## config.mk

```make
export PLATFORM = sky130hd
export DESIGN_NAME = operand_accumulator_flat
export DESIGN_NICKNAME = d
export VERILOG_FILES = /design/src/rtl/operand_accumulator_if.sv /design/src/rtl/operand_accumulator.sv /design/src/flat_wrapper.sv
export SDC_FILE = /design/constraint.sdc
export NUM_CORES = 1
export LEC_CHECK = 0
export CAP_MARGIN = 20
export CELL_PAD_IN_SITES_DETAIL_PLACEMENT = 1
export CELL_PAD_IN_SITES_GLOBAL_PLACEMENT = 2
export CORE_MARGIN = 4
export CORE_UTILIZATION = 30
export CTS_CLUSTER_DIAMETER = 50
export DETAILED_ROUTE_END_ITERATION = 8
export GPL_ROUTABILITY_DRIVEN = 0
export GPL_TIMING_DRIVEN = 0
export PLACE_DENSITY = 0.75
export SYNTH_ARGS = -nofsm -noshare
export SYNTH_HDL_FRONTEND = slang
export SYNTH_SLANG_ARGS = --single-unit
```

## constraint.sdc

```tcl
create_clock -name clk -period 2.55 [get_ports clk]
set_input_delay 0.6375 -clock clk [delete_from_list [all_inputs] [get_ports clk]]
set_output_delay 0.6375 -clock clk [all_outputs]
set_load 0.005 [all_outputs]
```

## src/rtl/operand_accumulator_if.sv

```systemverilog
// Operand accumulator handshake bundle.
// Carries the operand input stream (valid/ready/data/last) and the
// group-result output stream (valid/ready/sum/count/sat).
// The producer/consumer side uses the master modport; the accumulator uses slave.
interface operand_accumulator_if #(
    parameter int WIDTH = 16,
    parameter int ACC_W = WIDTH + 8
);
    logic             in_valid;
    logic             in_ready;
    logic [WIDTH-1:0] in_data;
    logic             in_last;
    logic             out_valid;
    logic             out_ready;
    logic [ACC_W-1:0] out_sum;
    logic [7:0]       out_count;
    logic             out_sat;

    modport master (
        output in_valid,
        output in_data,
        output in_last,
        output out_ready,
        input  in_ready,
        input  out_valid,
        input  out_sum,
        input  out_count,
        input  out_sat
    );

    modport slave (
        input  in_valid,
        input  in_data,
        input  in_last,
        input  out_ready,
        output in_ready,
        output out_valid,
        output out_sum,
        output out_count,
        output out_sat
    );
endinterface

```

## src/rtl/operand_accumulator.sv

```systemverilog
// Sequential multi-operand summing stage.
// Accepts WIDTH-bit unsigned operands one per cycle and reduces each group of
// COUNT operands (or fewer, when closed early with in_last) to a single
// ACC_W-bit sum, presented on a registered valid/ready result port.
// Optional build macro ACC_SATURATE_EN: clamps the reported sum to 2^WIDTH-1
// and raises out_sat when the group total exceeds that value.
module operand_accumulator #(
    parameter int WIDTH = 16,
    parameter int COUNT = 4
) (
    input logic                   clk,
    input logic                   rst,
    operand_accumulator_if.slave  bus
);

    localparam int ACC_W = WIDTH + 8;
    localparam logic [7:0] COUNT_LIM = 8'(COUNT);

    typedef enum logic [1:0] {
        IDLE,
        ACCUM,
        HOLD
    } state_t;

    state_t           r_state;
    state_t           w_nextState;
    logic [ACC_W-1:0] r_acc;
    logic [7:0]       r_cnt;
    logic [ACC_W-1:0] r_outSum;
    logic [7:0]       r_outCount;
    logic             r_outValid;
    logic             r_outSat;

    logic             w_inReady;
    logic             w_xfer;
    logic             w_close;
    logic             w_release;
    logic [ACC_W-1:0] w_dataExt;
    logic [ACC_W-1:0] w_accNext;
    logic [7:0]       w_cntNext;
    logic [ACC_W-1:0] w_resSum;
    logic             w_resSat;

    assign w_inReady = (r_state != HOLD);
    assign w_xfer    = bus.in_valid & w_inReady;
    assign w_release = (r_state == HOLD) & bus.out_ready;
    assign w_dataExt = {{(ACC_W-WIDTH){1'b0}}, bus.in_data};

    // The first operand of a group starts a fresh sum; later ones add to it.
    always_comb begin
        w_accNext = r_acc + w_dataExt;
        w_cntNext = r_cnt + 8'd1;
        if (r_state == IDLE) begin
            w_accNext = w_dataExt;
            w_cntNext = 8'd1;
        end
    end

    // A transfer closes the group when it is the COUNT-th operand or is
    // flagged last; both together still close it only once.
    assign w_close = w_xfer & (bus.in_last | (w_cntNext == COUNT_LIM));

`ifdef ACC_SATURATE_EN
    localparam logic [ACC_W-1:0] SAT_MAX = {{(ACC_W-WIDTH){1'b0}}, {WIDTH{1'b1}}};

    // Clamp the final group total to the operand range and flag the clamp.
    always_comb begin
        w_resSum = w_accNext;
        w_resSat = 1'b0;
        if (w_accNext > SAT_MAX) begin
            w_resSum = SAT_MAX;
            w_resSat = 1'b1;
        end
    end
`else
    assign w_resSum = w_accNext;
    assign w_resSat = 1'b0;
`endif

    // Next-state decision: collect operands until the group closes, then
    // wait in HOLD until the consumer takes the result.
    always_comb begin
        w_nextState = r_state;
        case (r_state)
            IDLE, ACCUM: begin
                if (w_xfer) begin
                    w_nextState = w_close ? HOLD : ACCUM;
                end
            end
            HOLD: begin
                if (bus.out_ready) begin
                    w_nextState = IDLE;
                end
            end
            default: w_nextState = IDLE;
        endcase
    end

    // State, running sum and registered result; a reset anywhere discards
    // whatever partial or pending group exists.
    always_ff @(posedge clk) begin
        if (rst) begin
            r_state    <= IDLE;
            r_acc      <= '0;
            r_cnt      <= '0;
            r_outSum   <= '0;
            r_outCount <= '0;
            r_outValid <= 1'b0;
            r_outSat   <= 1'b0;
        end else begin
            r_state <= w_nextState;
            if (w_xfer) begin
                r_acc <= w_accNext;
                r_cnt <= w_cntNext;
            end
            if (w_close) begin
                r_outSum   <= w_resSum;
                r_outCount <= w_cntNext;
                r_outSat   <= w_resSat;
                r_outValid <= 1'b1;
            end
            if (w_release) begin
                r_outValid <= 1'b0;
                r_acc      <= '0;
                r_cnt      <= '0;
            end
        end
    end

    assign bus.in_ready  = w_inReady;
    assign bus.out_valid = r_outValid;
    assign bus.out_sum   = r_outSum;
    assign bus.out_count = r_outCount;
    assign bus.out_sat   = r_outSat;

endmodule

```

## src/flat_wrapper.sv

```systemverilog
// flat-port wrapper written by rule: the top's interface ports become plain ports
module operand_accumulator_flat 
#(
    parameter int WIDTH = 16,
    parameter int COUNT = 4
)
  (clk, rst, bus_in_valid, bus_in_data, bus_in_last, bus_out_ready, bus_in_ready, bus_out_valid, bus_out_sum, bus_out_count, bus_out_sat);
  operand_accumulator_if #(.WIDTH(WIDTH), .ACC_W((WIDTH + 8))) bus_i ();
  input logic clk;
  input logic rst;
  input wire logic [$bits(bus_i.in_valid)-1:0] bus_in_valid;
  input wire logic [$bits(bus_i.in_data)-1:0] bus_in_data;
  input wire logic [$bits(bus_i.in_last)-1:0] bus_in_last;
  input wire logic [$bits(bus_i.out_ready)-1:0] bus_out_ready;
  output wire logic [$bits(bus_i.in_ready)-1:0] bus_in_ready;
  output wire logic [$bits(bus_i.out_valid)-1:0] bus_out_valid;
  output wire logic [$bits(bus_i.out_sum)-1:0] bus_out_sum;
  output wire logic [$bits(bus_i.out_count)-1:0] bus_out_count;
  output wire logic [$bits(bus_i.out_sat)-1:0] bus_out_sat;
  assign bus_i.in_valid = bus_in_valid;
  assign bus_i.in_data = bus_in_data;
  assign bus_i.in_last = bus_in_last;
  assign bus_i.out_ready = bus_out_ready;
  assign bus_in_ready = bus_i.in_ready;
  assign bus_out_valid = bus_i.out_valid;
  assign bus_out_sum = bus_i.out_sum;
  assign bus_out_count = bus_i.out_count;
  assign bus_out_sat = bus_i.out_sat;
  operand_accumulator #(.WIDTH(WIDTH), .COUNT(COUNT)) u_core (.clk(clk), .rst(rst), .bus(bus_i));
endmodule
```

# Yosys cells after proc, flatten, opt, wreduce, memory -nomap -nowiden
# Cells that the tools add are included.
# op_classes
add_sub_neg	2
n_eq_ne	6
muxes	6
bitwise_logic	4
reduce_logical	4
# op_table
operator	n
$add 24x16->24	1
$mux 24	1
$add 8x1->8 const B	1
$eq 8x3->1 const B	1
$mux 8	1
$mux 2	3
$ne 2x2->1 const B	2
$pmux 2 s2	1
$reduce_or 2->1	2
$and 1x1->1	3
$eq 2x1->1 const B	1
$eq 2x2->1 const B	1
$logic_not 2->1	1
$ne 2x1->1 const B	1
$reduce_and 2->1	1
$or 1x1->1	1
# word_totals
reg_bits	67
input_bits	21
out_inout_bits	35
word_cells	28

# Depth between registers and ports, before layout
# Gate-level depths: netlist of run 1.
# depth
depth_word	8
ltp_mapped	9
depth_no_buf	9

# Worst setup path before layout of run 1
# No wires, ideal clock.
# synth_path
kind	input port to flip-flop
startpoint	input port bus_in_data[0]
endpoint	register u_core.r_outSum[20] (netlist: u_core.bus.out_sum[20])
setup_ns	0.133
t_arrival_ns	2.490
required_ns	2.417
setup_slack_ns	-0.074
cell_stages	9
path_buffers	0
cell_sequence	ha_1 > inv_1 > fa_1 > nand2b_1 > a21oi_1 > o311ai_0 > a311oi_1 > xnor2_1 > o32ai_1
# synth_via
elab_chain_len	2
# synth_rtl
item	line_no	rtl
start: declaration	flat_wrapper.sv:12	input wire logic [$bits(bus_i.in_data)-1:0] bus_in_data;
$add 24x16->24	operand_accumulator.sv:51	w_accNext = r_acc + w_dataExt;
$mux 24	operand_accumulator.sv:53	if (r_state == IDLE) begin
end signal: assignment	operand_accumulator.sv:117	r_outSum <= w_resSum;
end: declaration	operand_accumulator.sv:29	logic [ACC_W-1:0] r_outSum;
# No other way between the ends.
# A chain may end at the register's enable or synchronous reset.

# Worst setup path in the final report of run 1
# layout_path
startpoint	input port bus_in_data[14]
endpoint	register u_core.r_outSum[19] (netlist: u_core.bus.out_sum[19])
# Same word-level chain as after synthesis.

==> results of run 1 <==
==> path summary, 6_finish.rpt <==
path / cells past startpoint / start / end / slack, ps
setup / recovery: 8 / bus_in_data[14] / u_core.bus.out_sum[19]$_SDFFE_PP0P_ / 30
hold / removal: 2 / u_core.bus.out_valid$_SDFFE_PP0P_ / u_core.bus.out_valid$_SDFFE_PP0P_ / 470
setup reg to reg: 8 / u_core.r_cnt[0]$_SDFFE_PP0P_ / u_core.bus.out_sum[20]$_SDFFE_PP0P_ / 120
hold reg to reg: 2 / u_core.bus.out_valid$_SDFFE_PP0P_ / u_core.bus.out_valid$_SDFFE_PP0P_ / 470
==> metrics by stage <==
stage               instances  TNS (ps)  hold WS [ps]
floorplan                 530         0           458
global placement          763    -31670           459
detailed placement        763    -35120           462
CTS                       787         0           477
global route              797      -160           491
finish                    797         0           472
==> layout by cell type, fill, tap and decap left out, types with 4 or more instances in the layout <==
cell                              netlist  final
sky130_fd_sc_hd__nand4_1                8      8
sky130_fd_sc_hd__a211oi_2              16     17
sky130_fd_sc_hd__nand3_1               12     11
sky130_fd_sc_hd__nand2_1               45     40
sky130_fd_sc_hd__clkbuf_16              0     10
sky130_fd_sc_hd__a21o_1                10      9
sky130_fd_sc_hd__dlymetal6s2s_1         0      8
sky130_fd_sc_hd__a31oi_1               10      4
sky130_fd_sc_hd__mux2i_1               13     13
sky130_fd_sc_hd__xnor2_1                8      8
sky130_fd_sc_hd__o21ai_2                0      4
sky130_fd_sc_hd__a31oi_2                0      4
sky130_fd_sc_hd__a211oi_1              13     11
sky130_fd_sc_hd__nor2_1                72     67
sky130_fd_sc_hd__nor2b_1                4      4
sky130_fd_sc_hd__buf_4                  2     23
sky130_fd_sc_hd__dfxtp_1               67     65
sky130_fd_sc_hd__o31a_1                 4      4
sky130_fd_sc_hd__clkbuf_1              26     12
sky130_fd_sc_hd__a21oi_2                0      6
sky130_fd_sc_hd__inv_1                 18     18
sky130_fd_sc_hd__ha_4                   0     14
sky130_fd_sc_hd__a21oi_1               33     25
sky130_fd_sc_hd__buf_1                  3      4
sky130_fd_sc_hd__o211ai_1              10     10
sky130_fd_sc_hd__o21ai_0               26     21
sky130_fd_sc_hd__and2_1                 8      8
sky130_fd_sc_hd__buf_6                  3      5
sky130_fd_sc_hd__and3_1                 6      5
sky130_fd_sc_hd__o32ai_1                8      8
sky130_fd_sc_hd__clkdlybuf4s50_1        0     41
sky130_fd_sc_hd__a211o_1                4      4
sky130_fd_sc_hd__clkbuf_2               2      7
sky130_fd_sc_hd__nor3_1                10      9
sky130_fd_sc_hd__or3_1                  4      4
sky130_fd_sc_hd__nand2_2                0      4
==> registers in the layout, summed over array words and instances, names as in the netlist <==
register,flops
u_core.bus.out_sum,24
u_core.r_acc,24
u_core.bus.out_count,8
u_core.r_cnt,8
u_core.r_state,2
u_core.bus.out_valid,1
==> area by class of cell <==
type / count / area (µm²) / area share, %
sequential: 67 / 1350 / 22.0
buffer: 30 / 183 / 2.99
tap: 180 / 225 / 3.68
clock buffer: 10 / 229 / 3.74
inverter: 18 / 67.6 / 1.10
clock inverter: 6 / 88.8 / 1.45
multi-input combinational: 406 / 3200 / 52.3
timing repair buffer: 80 / 777 / 12.7
==> power by group <==
part           internal [mW]  total, mW  switching, mW
clock                  0.859       1.37          0.516
combinational          0.411      0.950          0.539
sequential              1.10       1.15         0.0449
total                   2.37       3.47           1.10
==> per-layer routing <==
metal	vias up	GRT usage [%]	wire, µm
li1	2114	-	-
met3	21	3.03	470
met1	2122	24.9	7180
met4	0	5.11	250
met2	66	32.1	7690
met5	-	0	0
==> critical path: cells and delay by family <==
| family | cells | cell delay [ps] |
|---|---|---|
| compound gates | 4 | 630 |
| fa+ha+maj | 1 | 270 |
| buf+inv | 1 | 580 |
| simple gates | 2 | 650 |
==> cell families after synthesis <==
group / share of synthesized area [%]
flops: 31.7
compound gates: 30.6
fa+ha+maj: 5.50
mux: 3.08
other cells: 0.0887
xor+xnor: 2.28
simple gates: 20.9
buf+inv: 5.92
==> what timing repair did <==
| item | 4_1_cts | 5_1_grt |
|---|---|---|
| pin swaps | 24 | 25 |
| buffers inserted | 16 | 10 |
| setup endpoints to repair | 59 | 53 |
| hold buffers | 0 | 0 |
| gates resized for setup | 96 | 50 |
| gates cloned | 0 | 1 |
==> summary.txt, run 1 <==
GRT
  – Number of global-route vias before repair: 4456
  – Global-route wire length before repair: between 20000 and 25000 µm
  – Pin count of the biggest net entering global routing: 13
  – Aggregate global routing overflow: 0
  – Total Routing Usage GR: a little under a fifth
  – Antenna violations before repair: 0

Timing
  – Minimum clock period: around 2500 ps
  – Post-route fraction of the period consumed by the critical path: 98.9%
  – Hold Fails Final Rpt: 0
  – Fin. max-slew vios: 0
  – Slew margin rel.: 41.4%
  – Worst clock skew: about 6.6 ps
  – Post-layout worst setup margin: 29.0 ps
  – Total of endpoints with negative setup slack in the final report: 0
  – Setup repair after global routing missed its margin: true
  – Worst-Margin Slew: between 800 and 900 ps
  – Fmax: 0.397 GHz

Logic synthesis
  – Top-area cell type share of the netlist area: 31.7%
  – Synth Flop Type: sky130_fd_sc_hd__dfxtp_1
  – Leading post-synthesis cells by instance count: sky130_fd_sc_hd__nor2_1 (72), sky130_fd_sc_hd__dfxtp_1 (67), sky130_fd_sc_hd__nand2_1 (45)
  – Gate count of the mapped netlist: 530
  – Top area cells in the synthesized netlist: sky130_fd_sc_hd__dfxtp_1 (32%), sky130_fd_sc_hd__nor2_1 (6.4%), sky130_fd_sc_hd__ha_1 (5.0%)
  – Proportion of synthesized flip-flops having asynchronous set or reset: 0%
  – Synth unique cells: between 60 and 70
  – Number of nets in the synthesized netlist: between 500 and 600
  – Total of flip-flops plus latches after synthesis: 67
  – Post-synth EDFFs: 0
  – Area of the mapped netlist: 4230 µm²
  – Number of warnings printed during yosys synthesis: 0
  – Dominant cell by count in the synthesized netlist: sky130_fd_sc_hd__nor2_1
  – Dominant cell type by area after synthesis: sky130_fd_sc_hd__dfxtp_1
  – Post-synthesis average cell area: 7.98 µm²
  – Portion of the post-synthesis area used by sequential elements: approximately a third

Detailed routing
  – Iteration count of the initial detailed-routing pass: 4
  – Total Routed Length: 15600 µm
  – Remaining antenna violation count after routing: 0
  – Number of design rule violations left after detail routing: 0
  – Average via count per standard cell: between 5 and 6
  – Total via count after detailed routing: 4323
  – WL/cell: 19.6 µm
  – Initial DRC Count: 182

Critical path
  – Data arrival time at the worst-slack endpoint: 2770 ps
  – Startpoint types: input port
  – WS Path Type: in2reg
  – Element type at the critical path end: flip-flop
  – Peak per-stage delay on the critical path: 580 ps
  – Cell type with the highest occurrence count on the critical path: sky130_fd_sc_hd__a21oi_2
  – Maximum fanout along the worst path: 7
  – Slowest stage cell, crit path: sky130_fd_sc_hd__clkdlybuf4s50_1
  – Required time at the endpoint of the critical path: roughly 2800 ps
  – Cell-by-cell trace of the critical path: clkdlybuf4s50_1, ha_4, a21oi_2, o21ai_4, a21oi_2, or4b_1, and4_4, o32ai_1

Place
  – Post-DP Area: roughly 5000 µm²
  – Setup slack at placement: -1240 ps
  – Hpwl dp: between 10000 and 15000 µm
  – Count of input and output buffers: 53

Clocking
  – Worst-skew pair later-pin latency: around 340 ps
  – TritonCTS Sinks: 67
  – Buffer type at the clock tree root: sky130_fd_sc_hd__clkbuf_16
  – Total CTS buffers: 9
  – TritonCTS clock tree: done
  – Number of buffers on the longest clock path: 2
  – H-tree Lvls: 3
  – Clock-pin transition on the worst setup and hold timing paths: 60 ps

Finish
  – Fraction of layout cells with a size suffix above 1: ~24%
  – Count of fill cells added during filler insertion: 1594
  – Count of inserted antenna diode cells: 0
  – Final design area excluding fillers: 6120 µm²
  – Post-layout utilization of the core: between 40% and 50%
  – Number of nets in the layout: 651
  – Area added between synthesis and finish: 44.7%

Hold path
  – Min-delay worst type: reg2reg

Power and ir drop
  – Total power density per cell area: 567 nW/µm²
  – Worst vdd ir: 0.318 mV
  – Total power draw: 3.47 mW
  – Leakage power of the design: 2.15 nW

Floorplanning
  – Die width: between 100 and 150 µm
  – Effective utilization at floorplan: a little under a third
  – Total Die Area: 16100 µm²
  – Area inside the core boundary: 13800 µm²
  – Count of boundary I/O pins: 56
  – Die Ht: 127 µm
  – Placement Rows: 43

Run
  – Reported max-cap violation count: 0

Status
  – Outcome: finished clean
Note: power is estimated with default switching activity, not from simulation.
==> run 2: changes to the inputs <==
Settings changed: CELL_PAD_IN_SITES_GLOBAL_PLACEMENT 2 to 1, CORE_ASPECT_RATIO set to 0.8, CORE_UTILIZATION 30 to 37, PLACE_DENSITY 0.75 to 0.74.
==> run 2 against run 1 <==
The run now ends with negative setup slack left; global-route usage grew 5.0 points; sequential power is essentially flat; fmax shrank 1.9%; combinational power grew 3.8%; critical endpoint is now u_core.bus.out_sum[13]$_SDFFE_PP0P_; cell count shrank 4.6%; clock skew grew 5.5 ps.
==> summary.txt, run 2 (synthesis gave the netlist of run 1 again) <==
Detailed routing
  – Total Routed Length: 16800 µm
  – WL/cell: 22.2 µm
  – Average via count per standard cell: 5.96
  – Total via count after detailed routing: 4529
  – Remaining antenna violation count after routing: 0
  – Initial DRC Count: 242
  – Iteration count of the initial detailed-routing pass: 5
  – Number of design rule violations left after detail routing: 0

Timing
  – Fin. max-slew vios: 0
  – Minimum clock period: 2570 ps
  – Slew margin rel.: 41.0%
  – Worst clock skew: between 10 and 15 ps
  – Sum Neg Setup Slack: -19.4 ps
  – Post-route fraction of the period consumed by the critical path: 101%
  – Fmax: ~0.39 GHz
  – Hold Fails Final Rpt: 0
  – Total of endpoints with negative setup slack in the final report: 1
  – Post-layout worst setup margin: -19.4 ps
  – Worst-Margin Slew: 885 ps

Clocking
  – TritonCTS clock tree: done
  – Buffer type at the clock tree root: sky130_fd_sc_hd__clkbuf_16
  – Clock-pin transition on the worst setup and hold timing paths: 50 ps
  – Worst-skew pair later-pin latency: 340 ps
  – Number of buffers inserted by hold repair at cts: 0
  – Total CTS buffers: 9
  – Number of buffers on the longest clock path: 2
  – TritonCTS Sinks: 67
  – H-tree Lvls: 3

Floorplanning
  – Effective utilization at floorplan: approximately two fifths
  – Die width: 128 µm
  – Die Ht: approximately 100 µm
  – Count of boundary I/O pins: 56
  – Total Die Area: 13200 µm²
  – Area inside the core boundary: 11000 µm²
  – Placement Rows: 34

Critical path
  – Slowest stage cell, crit path: sky130_fd_sc_hd__clkdlybuf4s50_1
  – Cell-by-cell trace of the critical path: clkdlybuf4s50_1, ha_4, a21oi_4, o21ai_2, a21oi_2, buf_4, and3b_1, o31a_1, a211oi_2
  – RR Endpoint: u_core.bus.out_count[3]$_SDFFE_PP0P_
  – Maximum fanout along the worst path: 8
  – Data arrival time at the worst-slack endpoint: about 2800 ps
  – Length in cells of the worst reg-to-reg path: 9
  – Timing startpoint of the critical path: bus_in_data[5]
  – Required time at the endpoint of the critical path: 2800 ps
  – Peak per-stage delay on the critical path: ~560 ps
  – Startpoint types: input port
  – Element type at the critical path end: flip-flop
  – Reg2reg start: u_core.r_cnt[0]$_SDFFE_PP0P_
  – WS Path Type: in2reg
  – Setup slack of the worst register-to-register path: 70 ps
  – Worst setup path endpoint: u_core.bus.out_sum[13]$_SDFFE_PP0P_

Run
  – Reported max-cap violation count: 0

Place
  – Setup slack at placement: -1150 ps
  – Count of input and output buffers: 53
  – Hpwl dp: ~11000 µm
  – Post-DP Area: about 4900 µm²

Power and ir drop
  – Leakage power of the design: 2.12 nW
  – Switch Pwr: 1.13 mW
  – Switching share of total power: 31.9%
  – Part of the power in combinational logic: 28.0%
  – Total power draw: 3.53 mW
  – Worst vdd ir: a little under 0.4 mV
  – Total power density per cell area: 584 nW/µm²
  – Sequential share of power: 32.7%
  – Relative contribution of the clock network to total power: 39.3%
  – Internal power: 2.40 mW

Finish
  – Number of nets in the layout: between 600 and 700
  – Final design area excluding fillers: roughly 6000 µm²
  – Most common cell after layout, fill and taps aside: sky130_fd_sc_hd__nor2_1
  – Post-layout utilization of the core: 54.8%
  – Area added between synthesis and finish: 42.7%
  – Fraction of layout cells with a size suffix above 1: 23.7%
  – Commonest non-fill, non-tap cells in the layout: sky130_fd_sc_hd__nor2_1 (67), sky130_fd_sc_hd__dfxtp_1 (66), sky130_fd_sc_hd__nand2_1 (41), sky130_fd_sc_hd__clkdlybuf4s50_1 (41)
  – Count of inserted antenna diode cells: 0

Hold path
  – Min-delay worst type: reg2reg
  – Hold_sp: u_core.bus.out_sum[20]$_SDFFE_PP0P_
  – Hold Crit Depth: 2

Status
  – Violated checks: negative setup slack
  – Outcome: finished with violations

GRT
  – Aggregate global routing overflow: 0
  – Total Routing Usage GR: around a quarter
  – Global-route wire length before repair: 25400 µm
  – Number of global-route vias before repair: 4869
  – Antenna violations before repair: 0
  – Pin count of the biggest net entering global routing: 12
## run 2: changes by cell type in the layout (fill, tap and decap cells not counted), moves of 2 or more
| cell | change |
|---|---|
| sky130_fd_sc_hd__a31oi_2 | -4 |
| sky130_fd_sc_hd__a21oi_2 | -3 |
| sky130_fd_sc_hd__a21oi_4 | +3 |
| sky130_fd_sc_hd__a31oi_1 | +3 |
| sky130_fd_sc_hd__buf_1 | -2 |
| sky130_fd_sc_hd__buf_4 | +2 |
| sky130_fd_sc_hd__clkbuf_1 | +2 |
| sky130_fd_sc_hd__clkinvlp_4 | -2 |
| sky130_fd_sc_hd__dlygate4sd2_1 | +2 |
| sky130_fd_sc_hd__dlymetal6s2s_1 | -2 |
| sky130_fd_sc_hd__ha_4 | +2 |
## run 2: power groups by stage
stage               sequential (mW)  clock (mW)  combinational (mW)
finish                         1.15        1.39               0.986
global route                   1.16        1.43                1.06
CTS                            1.14        1.39               0.856
detailed placement             1.16           0               0.706
global placement               1.15           0               0.681
floorplan                      1.15           0               0.461
## run 2: worst max-delay path, delay by kind of cell
kind                     cells  cell delay [ps]
buffers and inverters        2              720
adder cells (fa/ha/maj)      1              280
AND/OR/NAND/NOR              1              190
AO/OA/AOI/OAI                5              980
## run 2: how the worst min path moves through the flow
stage	endpoint	slack, ps
floorplan	u_core.r_cnt[4]$_SDFFE_PP0P_	460
global placement	u_core.bus.out_valid$_SDFFE_PP0P_	460
detailed placement	u_core.bus.out_valid$_SDFFE_PP0P_	470
CTS	u_core.bus.out_sum[20]$_SDFFE_PP0P_	490
global route	u_core.bus.out_sum[20]$_SDFFE_PP0P_	500
finish	u_core.bus.out_sum[20]$_SDFFE_PP0P_	480
## run 2: cell type report
cell class	count	area [µm²]
clock buffer	12	246
inverter	18	67.6
tap	144	180
multi-input combinational	406	3220
clock inverter	4	73.8
timing repair buffer	79	741
fill	1259	4980
buffer	30	169
sequential	67	1340
## run 2: through the flow
| stage | hold slack, ps | instances |
|---|---|---|
| 2_1_floorplan | 458 | 530 |
| 3_3_place_gp | 461 | 727 |
| 3_5_place_dp | 474 | 727 |
| 4_1_cts | 485 | 751 |
| 5_1_grt | 502 | 760 |
| 6_report | 480 | 760 |
## run 2: what timing repair did
item,CTS,global route
gates resized for setup,97,43
endpoints found under the hold margin,0,0
buffers inserted,16,10
endpoints found under the setup margin,56,54
pin swaps,24,29
## run 2: routing by layer
metal / vias up / share of wire [%] / track usage (%)
li1: 2116 / - / -
met3: 31 / 4.2 / 4.12
met4: 0 / 2.1 / 6.36
met1: 2247 / 44 / 30.5
met2: 135 / 49 / 41.4
met5: - / 0 / 0
==> run 3: changes to the inputs <==
Settings changed: CORE_UTILIZATION 37 to 44, PLACE_DENSITY 0.74 to 0.83, RECOVER_POWER set to 50, SKIP_LAST_GASP set to 1.
Clock period 2.55 ns to 3.3 ns, I/O delays scaled along.
==> run 3 against run 2 <==
The run now ends clean; first-iteration DRC count up 9.9%; combinational power fell by 44%; cell area decreased by 13%; flip-flop and latch count unchanged; clock skew is 2.6 ps lower; register-to-register slack better by 150 ps; sequential share of layout area rose by 3.3 points; global-route usage is 2.1 points higher; routed wire length is 14% lower; critical path type unchanged.
==> summary.txt, run 3 (synthesis gave the netlist of run 1 again) <==
Finish
  – Post-layout utilization of the core: 57.2%
  – Commonest non-fill, non-tap cells in the layout: sky130_fd_sc_hd__nor2_1 (72), sky130_fd_sc_hd__dfxtp_1 (67), sky130_fd_sc_hd__nand2_1 (45)
  – Area added between synthesis and finish: 24.3%
  – Area of the multi-input gates: 2690 µm²
  – Count of inserted antenna diode cells: 0
  – Number of nets in the layout: 633
  – Sequential cell area: ~1300 µm²
  – Fraction of layout cells with a size suffix above 1: roughly a tenth
  – Count of fill cells added during filler insertion: 1146
  – Most common cell after layout, fill and taps aside: sky130_fd_sc_hd__nor2_1

Place
  – Setup slack at placement: -583 ps
  – Hpwl dp: roughly 11000 µm
  – Count of input and output buffers: between 50 and 60

Clocking
  – H-tree Lvls: 3
  – Worst-skew pair later-pin latency: 340 ps
  – TritonCTS Sinks: 67
  – TritonCTS clock tree: done
  – Clock-pin transition on the worst setup and hold timing paths: ~50 ps
  – Buffer type at the clock tree root: sky130_fd_sc_hd__clkbuf_16
  – Number of buffers inserted by hold repair at cts: 0
  – Total CTS buffers: 9
  – Number of buffers on the longest clock path: 2

Hold path
  – Hold endpoint: u_core.bus.out_sum[18]$_SDFFE_PP0P_
  – Hold Crit Depth: 2
  – Min-delay worst type: reg2reg
  – Hold_sp: u_core.bus.out_sum[18]$_SDFFE_PP0P_

Floorplanning
  – Effective utilization at floorplan: 46.0%
  – Area inside the core boundary: slightly above 9000 µm²
  – Placement Rows: 31
  – Die Ht: 95.7 µm
  – Die width: 118 µm
  – Count of boundary I/O pins: between 50 and 60
  – Total Die Area: 11300 µm²

Timing
  – Post-route fraction of the period consumed by the critical path: 98.8%
  – Total of endpoints with negative setup slack in the final report: 0
  – Slew margin rel.: 42.0%
  – Minimum clock period: roughly 3300 ps
  – Setup repair after global routing missed its margin: true
  – Worst-Margin Slew: 871 ps
  – Sum Neg Setup Slack: 0 ps
  – Post-layout worst setup margin: 39.0 ps
  – Fin. max-slew vios: 0
  – Hold Fails Final Rpt: 0
  – Fmax: 0.307 GHz
  – Worst clock skew: 9.53 ps

Detailed routing
  – Remaining antenna violation count after routing: 0
  – Average via count per standard cell: ~6.1
  – Total via count after detailed routing: 4383
  – Iteration count of the initial detailed-routing pass: 5
  – Initial DRC Count: 266
  – WL/cell: between 20 and 25 µm
  – Number of design rule violations left after detail routing: 0
  – Total Routed Length: 14500 µm

Critical path
  – Length in cells of the worst reg-to-reg path: 8
  – WS Path Type: in2reg
  – RR Endpoint: u_core.bus.out_count[7]$_SDFFE_PP0P_
  – Reg2reg start: u_core.r_cnt[0]$_SDFFE_PP0P_
  – Maximum fanout along the worst path: 5
  – Required time at the endpoint of the critical path: approximately 3500 ps
  – Startpoint types: input port
  – Element type at the critical path end: flip-flop
  – Setup slack of the worst register-to-register path: 220 ps
  – Data arrival time at the worst-slack endpoint: 3450 ps

Power and ir drop
  – Worst vdd ir: approximately 0.26 mV
  – Leakage power of the design: 1.95 nW
  – Total power density per cell area: 459 nW/µm²

GRT
  – Pin count of the biggest net entering global routing: 11
  – Aggregate global routing overflow: 0
  – Met3 layer usage reported by global route: 5.05%
  – Global-route wire length before repair: 23300 µm
  – Number of global-route vias before repair: 4579
  – Met1 Track Usage GR: 32.3%
  – Total Routing Usage GR: 26.0%
  – Met2 layer usage reported by global route: 46.2%
  – Antenna violations before repair: 0
  – Busiest layer in global routing: met2

Run
  – Reported max-cap violation count: 0

Status
  – Outcome: finished clean
-- run 3: cell types whose count changed in the layout (fill, tap and decap cells not counted), sizes merged --
cell and delta:
dlymetal6s2s -6, clkbuf +11, dlygate4sd2 -5, buf -28
bufinv -1, clkdlybuf4s50 -24, clkinv -1, dlygate4sd3 +36
-- run 3: metrics by stage --
step | hold slack [ps] | instance area, µm² | cells | power, mW
after CTS | 484 | 5230 | 713 | 2.42
after detailed placement | 475 | 4900 | 698 | 1.44
after global routing | 493 | 5260 | 713 | 2.51
after global placement | 456 | 4900 | 698 | 1.41
final | 475 | 5260 | 713 | 2.41
after floorplan | 458 | 4230 | 530 | 1.24
-- run 3: repair_timing --
item                       4_1_cts  5_1_grt
pin swaps                        0        2
buffers inserted                 0        2
setup endpoints to repair       11       16
gates resized for setup          7        7
cloned                           0        0
-- run 3: critical path: stages --
cell	delay, ps
sky130_fd_sc_hd__dlygate4sd3_1	600
sky130_fd_sc_hd__inv_1	90
sky130_fd_sc_hd__fa_1	460
sky130_fd_sc_hd__nand2b_1	230
sky130_fd_sc_hd__a21oi_4	250
sky130_fd_sc_hd__o311ai_0	290
sky130_fd_sc_hd__a311oi_2	400
sky130_fd_sc_hd__xnor2_1	200
sky130_fd_sc_hd__o32ai_1	110
-- run 3: layout make-up --
type,instances,area share (%)
well taps,115,2.74
clock buffers,13,4.95
inverters,18,1.28
repair buffers,55,10.6
plain buffers,37,3.19
multi-input cells,406,51.1
flip-flops and latches,67,25.5
clock inverters,2,0.666
-- run 3: how the worst max path moves through the flow --
| stage | start | end | cells after the start |
|---|---|---|---|
| 5_1_grt | bus_in_data[12] | u_core.bus.out_sum[19]$_SDFFE_PP0P_ | 8 |
| 3_3_place_gp | bus_in_data[0] | u_core.bus.out_sum[20]$_SDFFE_PP0P_ | 10 |
| 3_5_place_dp | bus_in_data[0] | u_core.bus.out_sum[20]$_SDFFE_PP0P_ | 10 |
| 4_1_cts | bus_in_data[0] | u_core.bus.out_sum[20]$_SDFFE_PP0P_ | 10 |
| 6_report | bus_in_data[1] | u_core.bus.out_sum[20]$_SDFFE_PP0P_ | 9 |
| 2_1_floorplan | bus_in_data[0] | u_core.bus.out_sum[20]$_SDFFE_PP0P_ | 9 |
-- run 3: routing by layer --
| layer | vias to the layer above | part of all wire [%] |
|---|---|---|
| li1 | 2067 | - |
| met1 | 2161 | 45 |
| met2 | 134 | 48 |
| met3 | 21 | 4.7 |
| met4 | 0 | 1.8 |
| met5 | - | 0 |
-- run 3: where the power goes --
group | leakage [nW] | total, mW | internal (mW) | switching [mW]
Clock | 0.146 | 0.980 | 0.621 | 0.359
Combinational | 1.26 | 0.557 | 0.204 | 0.352
Sequential | 0.548 | 0.877 | 0.851 | 0.0257
Total | 1.95 | 2.41 | 1.68 | 0.737
